<file path="src/rtl/disp_scan_ctrl.sv">
// disp_scan_ctrl: eight-digit multiplexed 7-segment scanner with blanking gaps and tear-free paging.
// Define DISP_LZB_EN to blank leading zero digits (digit 0 always shown).
module disp_scan_ctrl #(
  parameter int unsigned BLANK_CYC = 16
) (
  input  logic        clk100MHz,
  input  logic        rst,
  input  logic        tick_scan_in,
  input  logic        tick_page_in,
  input  logic        auto_en,
  input  logic        page_sel,
  input  logic [31:0] page0,
  input  logic [31:0] page1,
  output logic [7:0]  an,
  output logic [6:0]  seg,
  output logic        dp,
  output logic        page,
  output logic        frame_done
);

  typedef enum logic [1:0] {IDLE, BLANK, DRIVE} state_t;

  localparam logic [7:0] BLANK_LOAD = 8'(BLANK_CYC - 1);

  state_t      state_q, state_d;
  logic [7:0]  blank_cnt_q, blank_cnt_d;
  logic [2:0]  idx_q, idx_d;
  logic [31:0] snap_q, snap_d;
  logic        page_q, page_d;
  logic        pend_q, pend_d;
  logic [2:0]  scan_sync_q, scan_sync_d;
  logic [2:0]  page_sync_q, page_sync_d;
  logic        scan_p_q, scan_p_d;
  logic        page_p_q, page_p_d;
  logic [7:0]  an_q, an_d;
  logic [6:0]  seg_q, seg_d;
  logic        dp_q, dp_d;
  logic        frame_done_q, frame_done_d;

  logic        reload;
  logic [7:0]  blank_mask;
  logic        digit_off;
  logic        lit;
  logic [3:0]  nibble;

  function automatic logic [6:0] hex_decode(input logic [3:0] nib);
    logic [6:0] s;
    case (nib)
      4'h0:    s = 7'h40;
      4'h1:    s = 7'h79;
      4'h2:    s = 7'h24;
      4'h3:    s = 7'h30;
      4'h4:    s = 7'h19;
      4'h5:    s = 7'h12;
      4'h6:    s = 7'h02;
      4'h7:    s = 7'h78;
      4'h8:    s = 7'h00;
      4'h9:    s = 7'h10;
      4'hA:    s = 7'h08;
      4'hB:    s = 7'h03;
      4'hC:    s = 7'h46;
      4'hD:    s = 7'h21;
      4'hE:    s = 7'h06;
      default: s = 7'h0E;
    endcase
    return s;
  endfunction

`ifdef DISP_LZB_EN
  // Bit k set when nibbles 7..k of the word are all zero; bit 0 never set.
  function automatic logic [7:0] lead_zero_mask(input logic [31:0] word);
    logic       run;
    logic [7:0] mask;
    run  = 1'b1;
    mask = 8'h00;
    for (int j = 7; j >= 1; j--) begin
      run     = run & (word[4*j +: 4] == 4'h0);
      mask[j] = run;
    end
    return mask;
  endfunction
`endif

  always_comb begin
    scan_sync_d = {scan_sync_q[1:0], tick_scan_in};
    page_sync_d = {page_sync_q[1:0], tick_page_in};
    scan_p_d    = scan_sync_q[1] & ~scan_sync_q[2];
    page_p_d    = page_sync_q[1] & ~page_sync_q[2];

    // A page pulse landing on a reload cycle is folded in before the reload samples it.
    pend_d = auto_en ? (pend_q ^ page_p_q) : page_sel;

    state_d      = state_q;
    blank_cnt_d  = blank_cnt_q;
    idx_d        = idx_q;
    snap_d       = snap_q;
    page_d       = page_q;
    frame_done_d = 1'b0;
    reload       = 1'b0;

    case (state_q)
      IDLE: begin
        if (scan_p_q) begin
          state_d     = BLANK;
          blank_cnt_d = BLANK_LOAD;
          idx_d       = 3'd0;
          reload      = 1'b1;
        end
      end
      BLANK: begin
        if (blank_cnt_q == 8'd0) begin
          state_d = DRIVE;
        end else begin
          blank_cnt_d = blank_cnt_q - 8'd1;
        end
      end
      DRIVE: begin
        if (scan_p_q) begin
          state_d     = BLANK;
          blank_cnt_d = BLANK_LOAD;
          idx_d       = idx_q + 3'd1;
          if (idx_q == 3'd7) begin
            reload       = 1'b1;
            frame_done_d = 1'b1;
          end
        end
      end
      default: state_d = IDLE;
    endcase

    if (reload) begin
      snap_d = pend_d ? page1 : page0;
      page_d = pend_d;
    end

`ifdef DISP_LZB_EN
    blank_mask = lead_zero_mask(snap_d);
`else
    blank_mask = 8'h00;
`endif
    digit_off = blank_mask[idx_d];
    lit       = (state_d == DRIVE) && !digit_off;
    nibble    = snap_d[{idx_d, 2'b00} +: 4];

    // Outputs are derived from next-state values so the pins change cleanly on the edge.
    an_d = lit ? ~(8'b0000_0001 << idx_d) : 8'hFF;
    seg_d = lit ? hex_decode(nibble) : 7'h7F;
    dp_d = ~((state_d == DRIVE) && (idx_d == 3'd0) && page_d);
  end

  always_ff @(posedge clk100MHz or negedge rst) begin
    if (!rst) begin
      state_q      <= IDLE;
      blank_cnt_q  <= 8'd0;
      idx_q        <= 3'd0;
      snap_q       <= 32'd0;
      page_q       <= 1'b0;
      pend_q       <= 1'b0;
      scan_sync_q  <= 3'd0;
      page_sync_q  <= 3'd0;
      scan_p_q     <= 1'b0;
      page_p_q     <= 1'b0;
      an_q         <= 8'hFF;
      seg_q        <= 7'h7F;
      dp_q         <= 1'b1;
      frame_done_q <= 1'b0;
    end else begin
      state_q      <= state_d;
      blank_cnt_q  <= blank_cnt_d;
      idx_q        <= idx_d;
      snap_q       <= snap_d;
      page_q       <= page_d;
      pend_q       <= pend_d;
      scan_sync_q  <= scan_sync_d;
      page_sync_q  <= page_sync_d;
      scan_p_q     <= scan_p_d;
      page_p_q     <= page_p_d;
      an_q         <= an_d;
      seg_q        <= seg_d;
      dp_q         <= dp_d;
      frame_done_q <= frame_done_d;
    end
  end

  assign an         = an_q;
  assign seg        = seg_q;
  assign dp         = dp_q;
  assign page       = page_q;
  assign frame_done = frame_done_q;

endmodule

</file>
<file path="config.mk">
export PLATFORM = sky130hd
export DESIGN_NAME = disp_scan_ctrl
export DESIGN_NICKNAME = d
export VERILOG_FILES = /design/src/rtl/disp_scan_ctrl.sv
export SDC_FILE = /design/constraint.sdc
export NUM_CORES = 1
export LEC_CHECK = 0
export ABC_AREA = 1
export CAP_MARGIN = 30
export CORE_MARGIN = 2
export CORE_UTILIZATION = 40
export DETAILED_ROUTE_END_ITERATION = 16
export PLACE_DENSITY = 0.66
export SLEW_MARGIN = 20
export SYNTH_ARGS = -nofsm -noshare
export SYNTH_HDL_FRONTEND = slang
export SYNTH_SLANG_ARGS = --single-unit
export TNS_END_PERCENT = 1
</file>
<file path="constraint.sdc">
create_clock -name clk100MHz -period 6.7 [get_ports clk100MHz]
set_clock_uncertainty 0.2 [all_clocks]
set_input_delay 1.34 -clock clk100MHz [delete_from_list [all_inputs] [get_ports clk100MHz]]
set_output_delay 1.34 -clock clk100MHz [all_outputs]
set_load 0.1 [all_outputs]
</file>
[Yosys cells after proc, flatten, opt, wreduce, memory -nomap -nowiden]
Memory sizes are Yosys's and may differ from the RTL's.
Cells that the tools add are included.
Storage, ports and cells
  flip-flop bits (word level): 72
  ROM bits: 120
  input bits: 70
  output and inout bits: 18
  word-level logic and storage cells: 65
  memories kept: 2
Operators by class
  add/subtract/negate cells: 2
  magnitude comparators: 1
  equal/unequal tests: 6
  shifts and indexed selects: 2
  mux-type cells: 21
  bitwise gates (word level): 7
  reductions and logical operators: 10
Memory list
  (no name shown): depth 16, width 7, rd ports 1, clocked after memory_dff 0, wr ports 0, line 48  | case (nib)
  (no name shown): depth 8, width 1, rd ports 1, clocked after memory_dff 0, wr ports 0, line 141  | digit_off = blank_mask[idx_d];
Operators with widths (number)
  2-to-1 mux 32 bit: 2
  variable part select 32 x 6 -> 4 bit: 1
  2-to-1 mux 8 bit: 3
  case mux 8 bit (2 select lines): 1
  zero test 8 bit: 1
  NOT 8 bit: 1
  left shift 1 x 3 -> 8 bit (first input constant): 1
  subtractor 8 x 1 -> 8 bit (second input constant): 1
  2-to-1 mux 1 bit: 7
  2-to-1 mux 7 bit: 1
  2-to-1 mux 3 bit: 2
  case mux 3 bit (2 select lines): 1
  == test 2 bit (second input constant): 2
  < comparator 3 x 4 -> 1 bit (second input constant): 1
  2-to-1 mux 2 bit: 2
  case mux 2 bit (2 select lines): 1
  adder 3 x 1 -> 3 bit (second input constant): 1
  == test 3 bit (second input constant): 1
  logical AND 1 bit: 3
  zero test 3 bit: 1
  NOT 1 bit: 3
  AND reduction 3 bit: 1
  bitwise AND 1 bit: 2
  == test 2 x 1 -> 1 bit (second input constant): 1
  8 further kinds: 8

[Logic depth before layout (Yosys ltp)]
  word-level depth: 8
  gate-level depth with buffers: 20
  gate-level depth less buffers: 19

[Worst setup path before layout]
OpenSTA, ideal clock, no wires.
  path type: input to register
  from: input port page_sel
  to: register seg_q[0] (netlist: seg[0])
  setup time: 0.095 ns
  arrival: 3.091 ns
  required time: 6.405 ns
  setup slack: 3.315 ns
  cell stages on the path: 18
  path buffers: 2
  cell sequence: or2_1 > buf_2 > nand2_2 > buf_2 > nand2_1 > nand3_1 > nand2_1 > nand2_1 > nand2_1 > nor2_1 > nand2_1 > nand2_1 > inv_2 > ha_1 > inv_1 > nand3_1 > nand3_1 > nand3_1
On the way
  word-level cells in the longest chain between the ends: 6
Ends and longest elaborated chain
  from (decl): line 11  | input logic page_sel,
  2-to-1 mux 1 bit: line 91  | pend_d = auto_en ? (pend_q ^ page_p_q) : page_sel;
  2-to-1 mux 32 bit: line 132  | snap_d = pend_d ? page1 : page0;
  2-to-1 mux 32 bit: line 131  | if (reload) begin
  named net snap_d[12]: line 28  | logic [31:0] snap_q, snap_d;
  variable part select 32 x 6 -> 4 bit: line 143  | nibble = snap_d[{idx_d, 2'b00} +: 4];
  memory read (16 x 7 bit)
  2-to-1 mux 7 bit: line 147  | seg_d = lit ? hex_decode(nibble) : 7'h7F;
  named net seg_d[0]: line 36  | logic [6:0] seg_q, seg_d;
  to (signal assigned): line 179  | seg_q <= seg_d;
  to (decl): line 36
The timed path passes the listed nets, and every way through them passes these cells.
A chain may end at the register's enable or synchronous reset.

[Worst setup path in the final report]
  from: input port auto_en
  to: register seg_q[0] (netlist: seg[0])
On the way
  word-level cells in the longest chain between the ends: 6
Ends and longest elaborated chain
  from (decl): line 10  | input logic auto_en,
  2-to-1 mux 1 bit: line 91
  named net pend_d: line 30  | logic pend_q, pend_d;
  2-to-1 mux 32 bit: line 132
  2-to-1 mux 32 bit: line 131
  named net snap_d[4]: line 28
  variable part select 32 x 6 -> 4 bit: line 143
  memory read (16 x 7 bit)
  2-to-1 mux 7 bit: line 147
  named net seg_d[0]: line 36
The timed path passes the listed nets, and every way through them passes these cells.

==> metrics.txt <==
status=completed; transition time of the tightest slew-check pin=982 ps; H-tree levels=3; Mapped Nets=583; Final Critical Period=4600 ps; final number of setup-violating endpoints=0; Fin Setup TNS=0 ps; Main synth FF type=dfrtp_1; Initial Util=41.6%; Crit. End Element=flop; worst-path fanout max=43; clk root buf=clkbuf_8; Vias=3443; Netlist cell types=34; largest net degree at the start of global routing=73; TritonCTS clock tree=built; port bufs=87; r2r setup slk=3010 ps; Sequential Power Share=38.1%; Largest stage delay, worst path=720 ps; Worst-path clk slew=70 ps; critical path class=input pin to flop; first-pass GRT wire length=15.9 mm; placed cells=705; CP max stage cell=nand2_2; TritonCTS Buffers=9; Comb power frac=41.5%; First DRT Iteration DRCs=157; GRT overflow=0; Peak Freq=217 MHz; pre-CTS setup slack=1830 ps; Synth Register Bits=72; total chip power=0.00163 W; worst endpoint data arrival time=4670 ps; P_int=0.000985 W; post-CTS sizing=0; Routed WL=9.69 mm; Sw Pwr=0.000648 W; Layout Cells excl Fill=723; Die ar.=10500 sq um; Worst R2R Start=pend_q$_DFF_PN0_; post-synthesis async set-or-reset flop share=100%; number of enable flip-flop cells after synthesis=0; GRT Total Usage=19.8%; HP Class=flop to flop; RSZ-0062 raised after global routing=false; top post-synthesis cells by area=dfrtp_1 36%, nand2_1 15%, dfstp_2 11%; Max-cap violations=0; # rows=35; IO Count=88; Ys Warns=0; area delta synth->final=30.1%; Worst setup SP type=input pin; Syn Std Cell Area=3880 sq um; commonest cells after routing, fill and taps aside=156 x nand2_1, 86 x clkdlybuf4s50_1, 67 x inv_1; Switching Share=39.7%; worst endpoint required time=6770 ps; Die Span X=102 microns; NumNets Final=670; syn avg cell area=7.73 sq um; hold endpoint=scan_sync_q[1]$_DFF_PN0_; share of cells above drive strength 1=10.4%; maximum vdd drop=257 uV; area share of the largest cell type after synthesis=36.1%; worst hold stages=0; period utilisation layout=68.7%; Rel. slew slack=34.3%; Final Hold Viols=0; sequential element share of the synthesized area=47.0%; vias per cell=4.76; Clock Power Share=20.4%; P_leak=2.43 nW; Power Density=324 nW/um^2; final worst slack=2100 ps; post-CTS setup buffer count=0; CTS max path bufs=2; n_diodes=0; initial antenna violation count=0; hold_buf cts=0; routed length per instance=13.4 microns; Crit Reg-Reg Endpoint=seg[0]$_DFF_PN1_; Synth Instances=502; area leader, netlist=dfrtp_1; HPWL Detailed=6.74 mm; CTS sink count=72; GPL Wtd Cong=0.929; core region area=9330 sq um; crit path cell chain=clkdlybuf4s50_1, nand2_1, nand2_2, clkinv_1, nor2_1, o21ai_1, a21oi_1, nand2_1, nand2_1, inv_2, ha_1, inv_1, nand3_1, nand3_1, nand3_1; drt drc=0; Slew Viols, Final=0; DRT antenna net count=0; vias in the first global route=3376; Worst R2R Path Depth=17; most common cell after layout, fill and taps aside=nand2_1; Clock Latency Late Sink=350 ps; Detailed Routing Iterations Pass 1=4; Die Y=102 microns; HP Start=scan_sync_q[0]$_DFF_PN0_
## worst max-delay path, delay by kind of cell
kind                       cells  cell delay (ps)
AOI/OAI and AO/OA              2              250
adders and majority gates      1              220
buffers and inverters          4             1110
and+or+nand+nor                8             1740
## registers in the layout, indices dropped and copies added, names as in the netlist, 2 cells and up
register     count
blank_cnt_q      8
snap_q          32
scan_sync_q      3
an               8
seg              7
state_q          2
page_sync_q      3
idx_q            3
## layout make-up
cell class,instances,area [sq um]
clock buffers,16,190
fillers,883,4280
inverters,75,284
multi-input cells,339,1660
flip-flops and latches,72,1820
well taps,129,161
repair buffers,92,923
## worst max-delay path by stage
stage	startpoint	end	slack (ps)	cells past startpoint
final	auto_en	seg[0]$_DFF_PN1_	2100	15
after global routing	auto_en	seg[0]$_DFF_PN1_	1750	15
after CTS	auto_en	seg[5]$_DFF_PN1_	2170	15
after detailed placement	auto_en	seg[0]$_DFF_PN1_	1830	15
after global placement	auto_en	seg[0]$_DFF_PN1_	1990	15
after floorplan	page_sel	seg[0]$_DFF_PN1_	3310	18
## power groups by stage
| stage | Combinational [W] | Sequential, W | Clock [W] |
|---|---|---|---|
| 6_report | 0.000678 | 0.000621 | 0.000334 |
| 5_1_grt | 0.000761 | 0.000636 | 0.000362 |
| 4_1_cts | 0.000672 | 0.000622 | 0.000340 |
| 3_5_place_dp | 0.000666 | 0.000629 | 0 |
| 3_3_place_gp | 0.000646 | 0.000626 | 0 |
| 2_1_floorplan | 0.000443 | 0.000678 | 0 |
## per-stage QoR
step | utilization (%) | area, sq um | hold WS, ps
finish | 54.1 | 5040 | 150
global route | 54.1 | 5040 | 174
CTS | 53.7 | 5010 | 153
detailed placement | 51.7 | 4820 | 137
global placement | 51.7 | 4820 | 133
floorplan | - | 3880 | 131
## cells in the mapped netlist (3+ instances only)
| cell | instances |
|---|---|
| nand2_1 | 156 |
| inv_1 | 67 |
| nand3_1 | 57 |
| dfrtp_1 | 56 |
| nor2_1 | 40 |
| dfstp_2 | 16 |
| o21ai_1 | 14 |
| ha_1 | 11 |
| a21oi_1 | 10 |
| o21ai_0 | 10 |
| nand3b_1 | 8 |
| buf_2 | 6 |
| o21ai_2 | 6 |
| inv_2 | 5 |
| buf_6 | 4 |
| nand2_2 | 4 |
| buf_4 | 3 |
| clkbuf_1 | 3 |
| nand4_1 | 3 |
## kinds of logic (layout without fill, tap and decap cells)
logic type / Yosys count / count (layout) / synth area share (%)
buffers and inverters: 91 / 183 / 10.1
and+or+nand+nor: 281 / 281 / 31.9
adders and majority gates: 11 / 11 / 3.55
AOI/OAI and AO/OA: 47 / 47 / 7.45
DFF: 72 / 72 / 47.0
## metal layers
metal  vias to the layer above  track usage [%]  wire (microns)
met3                         9             4.38             525
met5                         -                0               0
met4                         0             6.56             127
met2                        92             31.5            4520
met1                      1610             27.0            4520
li1                       1732                -               -
No activity file was read; power rests on OpenSTA's default activity.
